==> src/rtl/keypad_scanner.sv <==
// 4x4 matrix keypad scanner: drives one active-low column at a time, samples the
// active-low rows at the end of each dwell, and debounces whole frames into key events.
module keypad_scanner #(
  parameter int SCAN_DIV     = 50000,
  parameter int DEBOUNCE_CNT = 4
) (
  input  logic       clk_i,
  input  logic       rst_i,
  input  logic [3:0] row_in_i,
  output logic [3:0] col_out_o,
  output logic [3:0] key_code_o,
  output logic       key_valid_o,
  output logic       key_held_o
);

  // state        | meaning
  // S_IDLE       | no key accepted, waiting for a single-key frame
  // S_DEB_PRESS  | same single key seen on cnt consecutive frames
  // S_PRESSED    | key_code accepted and still closed
  // S_DEB_RELEASE| key_code missing for cnt consecutive frames
  typedef enum logic [1:0] {
    S_IDLE,
    S_DEB_PRESS,
    S_PRESSED,
    S_DEB_RELEASE
  } state_t;

  localparam int DW = $clog2(SCAN_DIV);
  localparam int CW = $clog2(DEBOUNCE_CNT + 1);
  localparam logic [DW-1:0] DWELL_LAST = DW'(SCAN_DIV - 1);
  localparam logic [CW-1:0] DEB_LAST   = CW'(DEBOUNCE_CNT);

  state_t        state_q, state_d;
  logic [DW-1:0] dwell_q, dwell_d;
  logic [1:0]    col_q, col_d;
  logic [1:0]    hits_q, hits_d;
  logic [3:0]    hit_code_q, hit_code_d;
  logic [3:0]    cand_q, cand_d;
  logic [CW-1:0] cnt_q, cnt_d;
  logic [3:0]    key_code_q, key_code_d;
  logic          key_valid_q, key_valid_d;

  logic          sample;
  logic          frame_end;
  logic [3:0]    lows;
  logic [2:0]    n_low;
  logic [1:0]    row_idx;
  logic [2:0]    frame_hits;
  logic [3:0]    frame_code;
  logic          frame_single;
  logic [CW-1:0] press_cnt;
  logic [CW-1:0] rel_cnt;

  always_ff @(posedge clk_i) begin
    if (rst_i) begin
      state_q     <= S_IDLE;
      dwell_q     <= '0;
      col_q       <= '0;
      hits_q      <= '0;
      hit_code_q  <= '0;
      cand_q      <= '0;
      cnt_q       <= '0;
      key_code_q  <= '0;
      key_valid_q <= 1'b0;
    end else begin
      state_q     <= state_d;
      dwell_q     <= dwell_d;
      col_q       <= col_d;
      hits_q      <= hits_d;
      hit_code_q  <= hit_code_d;
      cand_q      <= cand_d;
      cnt_q       <= cnt_d;
      key_code_q  <= key_code_d;
      key_valid_q <= key_valid_d;
    end
  end

  // Column scan and per-frame closure accumulation.
  always_comb begin
    sample    = (dwell_q == DWELL_LAST);
    frame_end = sample && (col_q == 2'd3);
    lows      = ~row_in_i;
    n_low     = '0;
    row_idx   = '0;
    for (int r = 0; r < 4; r++) begin
      if (lows[r]) begin
        n_low   = n_low + 3'd1;
        row_idx = 2'(r);
      end
    end
    frame_hits   = 3'(hits_q) + n_low;
    frame_code   = (n_low != 3'd0) ? {row_idx, col_q} : hit_code_q;
    frame_single = (frame_hits == 3'd1);

    dwell_d    = sample ? '0 : dwell_q + DW'(1);
    col_d      = sample ? col_q + 2'd1 : col_q;
    hits_d     = hits_q;
    hit_code_d = hit_code_q;
    if (sample) begin
      if (frame_end) begin
        hits_d     = '0;
        hit_code_d = '0;
      end else begin
        // Saturate at 2: anything beyond "more than one" classifies the same.
        hits_d = (frame_hits >= 3'd2) ? 2'd2 : frame_hits[1:0];
        if (n_low != 3'd0) hit_code_d = {row_idx, col_q};
      end
    end
  end

  always_comb begin
    state_d     = state_q;
    cand_d      = cand_q;
    cnt_d       = cnt_q;
    key_code_d  = key_code_q;
    key_valid_d = 1'b0;
    press_cnt   = CW'(1);
    rel_cnt     = CW'(1);
    if (frame_end) begin
      unique case (state_q)
        S_IDLE, S_DEB_PRESS: begin
          if (frame_single) begin
            if (state_q == S_DEB_PRESS && frame_code == cand_q) press_cnt = cnt_q + CW'(1);
            cand_d = frame_code;
            if (press_cnt >= DEB_LAST) begin
              state_d     = S_PRESSED;
              key_code_d  = frame_code;
              key_valid_d = 1'b1;
              cnt_d       = '0;
            end else begin
              state_d = S_DEB_PRESS;
              cnt_d   = press_cnt;
            end
          end else begin
            state_d = S_IDLE;
            cnt_d   = '0;
          end
        end
        S_PRESSED, S_DEB_RELEASE: begin
          if (frame_single && frame_code == key_code_q) begin
            state_d = S_PRESSED;
            cnt_d   = '0;
          end else begin
            if (state_q == S_DEB_RELEASE) rel_cnt = cnt_q + CW'(1);
            if (rel_cnt >= DEB_LAST) begin
              state_d = S_IDLE;
              cnt_d   = '0;
            end else begin
              state_d = S_DEB_RELEASE;
              cnt_d   = rel_cnt;
            end
          end
        end
        default: begin
          state_d = S_IDLE;
          cnt_d   = '0;
        end
      endcase
    end
  end

  assign col_out_o   = ~(4'b0001 << col_q);
  assign key_code_o  = key_code_q;
  assign key_valid_o = key_valid_q;
  assign key_held_o  = (state_q == S_PRESSED) || (state_q == S_DEB_RELEASE);

endmodule

==> config.mk <==
export PLATFORM = sky130hd
export DESIGN_NAME = keypad_scanner
export DESIGN_NICKNAME = d
export VERILOG_FILES = /design/src/rtl/keypad_scanner.sv
export SDC_FILE = /design/constraint.sdc
export NUM_CORES = 1
export LEC_CHECK = 0
export BUFFER_PORTS_ARGS = -buffer_cell sky130_fd_sc_hd__buf_2
export CORE_MARGIN = 8
export CORE_UTILIZATION = 53
export CTS_CLUSTER_DIAMETER = 200
export DETAILED_ROUTE_END_ITERATION = 16
export PLACE_DENSITY = 0.82
export SYNTH_ARGS = -nofsm -noshare
export SYNTH_HDL_FRONTEND = slang
export SYNTH_SLANG_ARGS = --single-unit
export TNS_END_PERCENT = 20
==> constraint.sdc <==
create_clock -name clk_i -period 4.1 [get_ports clk_i]
set_clock_uncertainty 0.05 [all_clocks]
set_input_delay 0.205 -clock clk_i [delete_from_list [all_inputs] [get_ports clk_i]]
set_output_delay 0.205 -clock clk_i [all_outputs]
set_load 0.005 [all_outputs]
==> flow_summary_export.csv <==
group,metric,value,unit
status,run_status,"finished, final reports clean",
die,die_h,82.78,µm
setup_path,critPathLaunchType,"input port",
die,start_util,54.66,%
power,p_seq_share,46.4,%
routing,via_per_inst,6.046,
routing,drtAntennaViolNets,0,
timing,relSlewSlack,37.84,%
global_routing,met1_usage,19.82,%
timing,whs,0.2468,ns
power,p_leak,0.9373,nW
yosys,synth-edff-count,0,
timing,tns,0,ns
clock_network,path_clk_slew,0.08,ns
power,sw_frac_of_total,26.70,%
clock_network,postCtsHoldBufs,0,
setup_path,reg2reg_depth,6,
clock_network,tritoncts.num_buffers,5,
clock_network,clock_latency,0.29,ns
die,die_area,6853,µm²
yosys,synthFlopType,"dfxtp_1",
routing,drtIter0Drc,150,
yosys,seq_area_frac_synth,32.19,%
layout,final_area,2572,µm²
routing,routed_wl,5203,µm
power,comb_power_share,13.9,%
power,irDropWorstVdd,228.0,µV
global_routing,met2_usage,27.74,%
die,core_area,4324,µm²
yosys,synth_nets,296,
global_routing,grt_pass1_wl,8901,µm
setup_path,required,4.24,ns
placement,dpl_cell_area,2459,µm²
global_routing,antenna_found_initial,0,
global_routing,use_met3,4.634,%
power,clkPwrFrac,39.7,%
power,intPower,0.5897,mW
clock_network,post_cts_buffers,0,
timing,final-setup-viol-count,0,
global_routing,grt_pass1_vias,1946,
layout,final_util,59.49,%
yosys,syn-instance-count,279,
clock_network,cts.sinks,38,
setup_path,cp_max_fo,9,
layout,final_nets,310,
timing,hold_viol,0,
clock_network,cts.htree.levels,2,
global_routing,grt.total_usage,16.66,%
setup_path,worstPathArrival,3.54,ns
yosys,syn_area,2364,µm²
yosys,synth-seq-cells,38,
timing,worst_pin_slew,0.9239,ns
routing,vias,2092,
timing,fin_crit_sh,83.01,%
setup_path,ff2ff_setup_slack,1.59,ns
clock_network,post_cts_resized,0,
setup_path,regToRegStartpoint,"col_q[1]$_SDFFE_PP0P_",
clock_network,clock_path_buffers,2,
setup_path,crit_path_end,"cnt_q[1]$_SDFFE_PP0P_",
yosys,synthArstFlopShare,0,%
routing,drc_errors,0,
placement,gp_congestion,0.9047,
placement,place_hpwl,3966,µm
timing,post-route-min-period,3.403,ns
yosys,netlist.area_leader.share,32.19,%
yosys,synth_cell_types,58,
yosys,synth.largest_area_cell,"dfxtp_1",
yosys,yosys.cell_count.top_type,"nor2_1",
layout,num_antenna_cells,0,
die,die-width,82.78,µm
global_routing,gr-total-overflow,0,
power,power.switching,0.2148,mW
routing,routedWlPerCell,15.04,µm
placement,io_buffers,15,
hold_path,hold_path_class,"input port to register",
layout,syn2layout_area_growth,8.841,%
timing,rsz0062_at_grt,"false",
die,io_pins,16,
clock_network,root_buffer,"clkbuf_8",
power,p_per_area,312.7,nW/µm²
global_routing,grt_max_degree,23,
yosys,avgSynthCellArea,8.471,µm²
setup_path,critPathLaunch,"row_in_i[1]",
setup_path,path_class,"input port to register",
yosys,synth_area_leaders,"dfxtp_1, nor2_1, ha_1",
setup_path,r2r_end,"key_code_o[3]$_SDFFE_PP0P_",
die,num_rows,24,
layout,drive_gt1_share,13.61,%
setup_path,cp-end-kind,"register",
clock_network,cts_tree,"built",
job,maxCapViolations,0,
yosys,yosysWarnings,0,
routing,dr.pass1.iters,4,
global_routing,grt.busiest_layer,"met2",
timing,clock.fmax,0.2938,GHz
timing,maxSlewViolCount,0,
yosys,synthTopCellsByCount,"nor2_1, dfxtp_1, nand2_1",
power by group through the flow:
stage	clock, mW	combinational, mW	sequential [mW]
4_1_cts	0.328	0.111	0.374
2_1_floorplan	0	0.0915	0.382
3_3_place_gp	0	0.108	0.382
6_report	0.319	0.112	0.374
5_1_grt	0.345	0.124	0.374
3_5_place_dp	0	0.111	0.382
layout by cell type, fill, tap and decap left out, types with 4 or more instances in the layout:
cell type,netlist,final
o21ai_0,7,7
nor2_1,43,43
nand2_1,23,23
a21oi_1,8,8
nor3_1,9,9
xnor2_1,12,12
a31oi_1,4,4
o32ai_1,4,4
buf_2,0,15
xor2_1,11,11
ha_1,10,10
dfxtp_1,38,38
nand2b_1,7,7
inv_1,13,13
nand3_1,7,7
nand4_1,12,12
clkbuf_8,0,5
and2_1,4,4
worst min-delay path by stage:
| stage | start | to | cells after the start |
|---|---|---|---|
| 3_5_place_dp | dwell_q[0]$_SDFF_PP0_ | dwell_q[0]$_SDFF_PP0_ | 1 |
| 4_1_cts | rst_i | cand_q[1]$_SDFFE_PP0P_ | 2 |
| 6_report | rst_i | cand_q[1]$_SDFFE_PP0P_ | 2 |
| 5_1_grt | rst_i | col_q[1]$_SDFFE_PP0P_ | 2 |
| 3_3_place_gp | dwell_q[0]$_SDFF_PP0_ | dwell_q[0]$_SDFF_PP0_ | 1 |
| 2_1_floorplan | rst_i | hits_q[0]$_SDFFE_PP0P_ | 2 |
stage by stage:
step	total power, mW	setup WS (ns)	cells
after CTS	0.8128	0.7166	346
after floorplan	0.4733	0.8154	279
final	0.8045	0.6967	346
after global placement	0.4906	0.5219	338
after detailed placement	0.4929	0.4007	338
after global routing	0.8434	0.4644	346
registers in the layout, summed over array words and instances, names as in the netlist:
register,cells
cnt_q,3
col_q,2
hit_code_q,4
cand_q,4
dwell_q,16
state_q,2
hits_q,2
key_valid_o,1
key_code_o,4
critical path: stages:
cell and delay, ns:
buf_2 0.09, inv_1 0.05, ha_1 0.37, xnor2_1 0.20
ha_1 0.30, nor2_1 0.06, a31oi_4 0.29, inv_2 0.17
fa_1 0.41, xnor3_1 0.43, nand3_1 0.16, a21oi_1 0.18
nand4_2 0.14, a32o_1 0.29, a22o_1 0.19
routing by layer:
metal,share of wire (%),up-vias
li1,-,1031
met2,49,60
met3,6.4,10
met5,0,-
met4,2.3,0
met1,43,991
cell type report:
class                      count  area (µm²)
sequential                    38       760.7
clock buffer                   5       68.82
fill                         401        1752
inverter                      14       52.55
timing repair buffer          15       75.07
tap                           52       65.06
multi-input combinational    219        1505
clock inverter                 3       45.04
kinds of logic (layout without fill, tap and decap cells):
group                    count (synthesis)  after routing  share of synthesized area, %
AND/OR/NAND/NOR                        129            129                         28.53
AO/OA/AOI/OAI                           50             50                         17.31
flip-flops                              38             38                         32.19
XOR/XNOR                                24             24                         9.476
buffers and inverters                   22             37                         4.129
adder cells (fa/ha/maj)                 11             11                         6.141
multiplexers                             5              5                         2.223
Power figures use the tool's default switching activity.
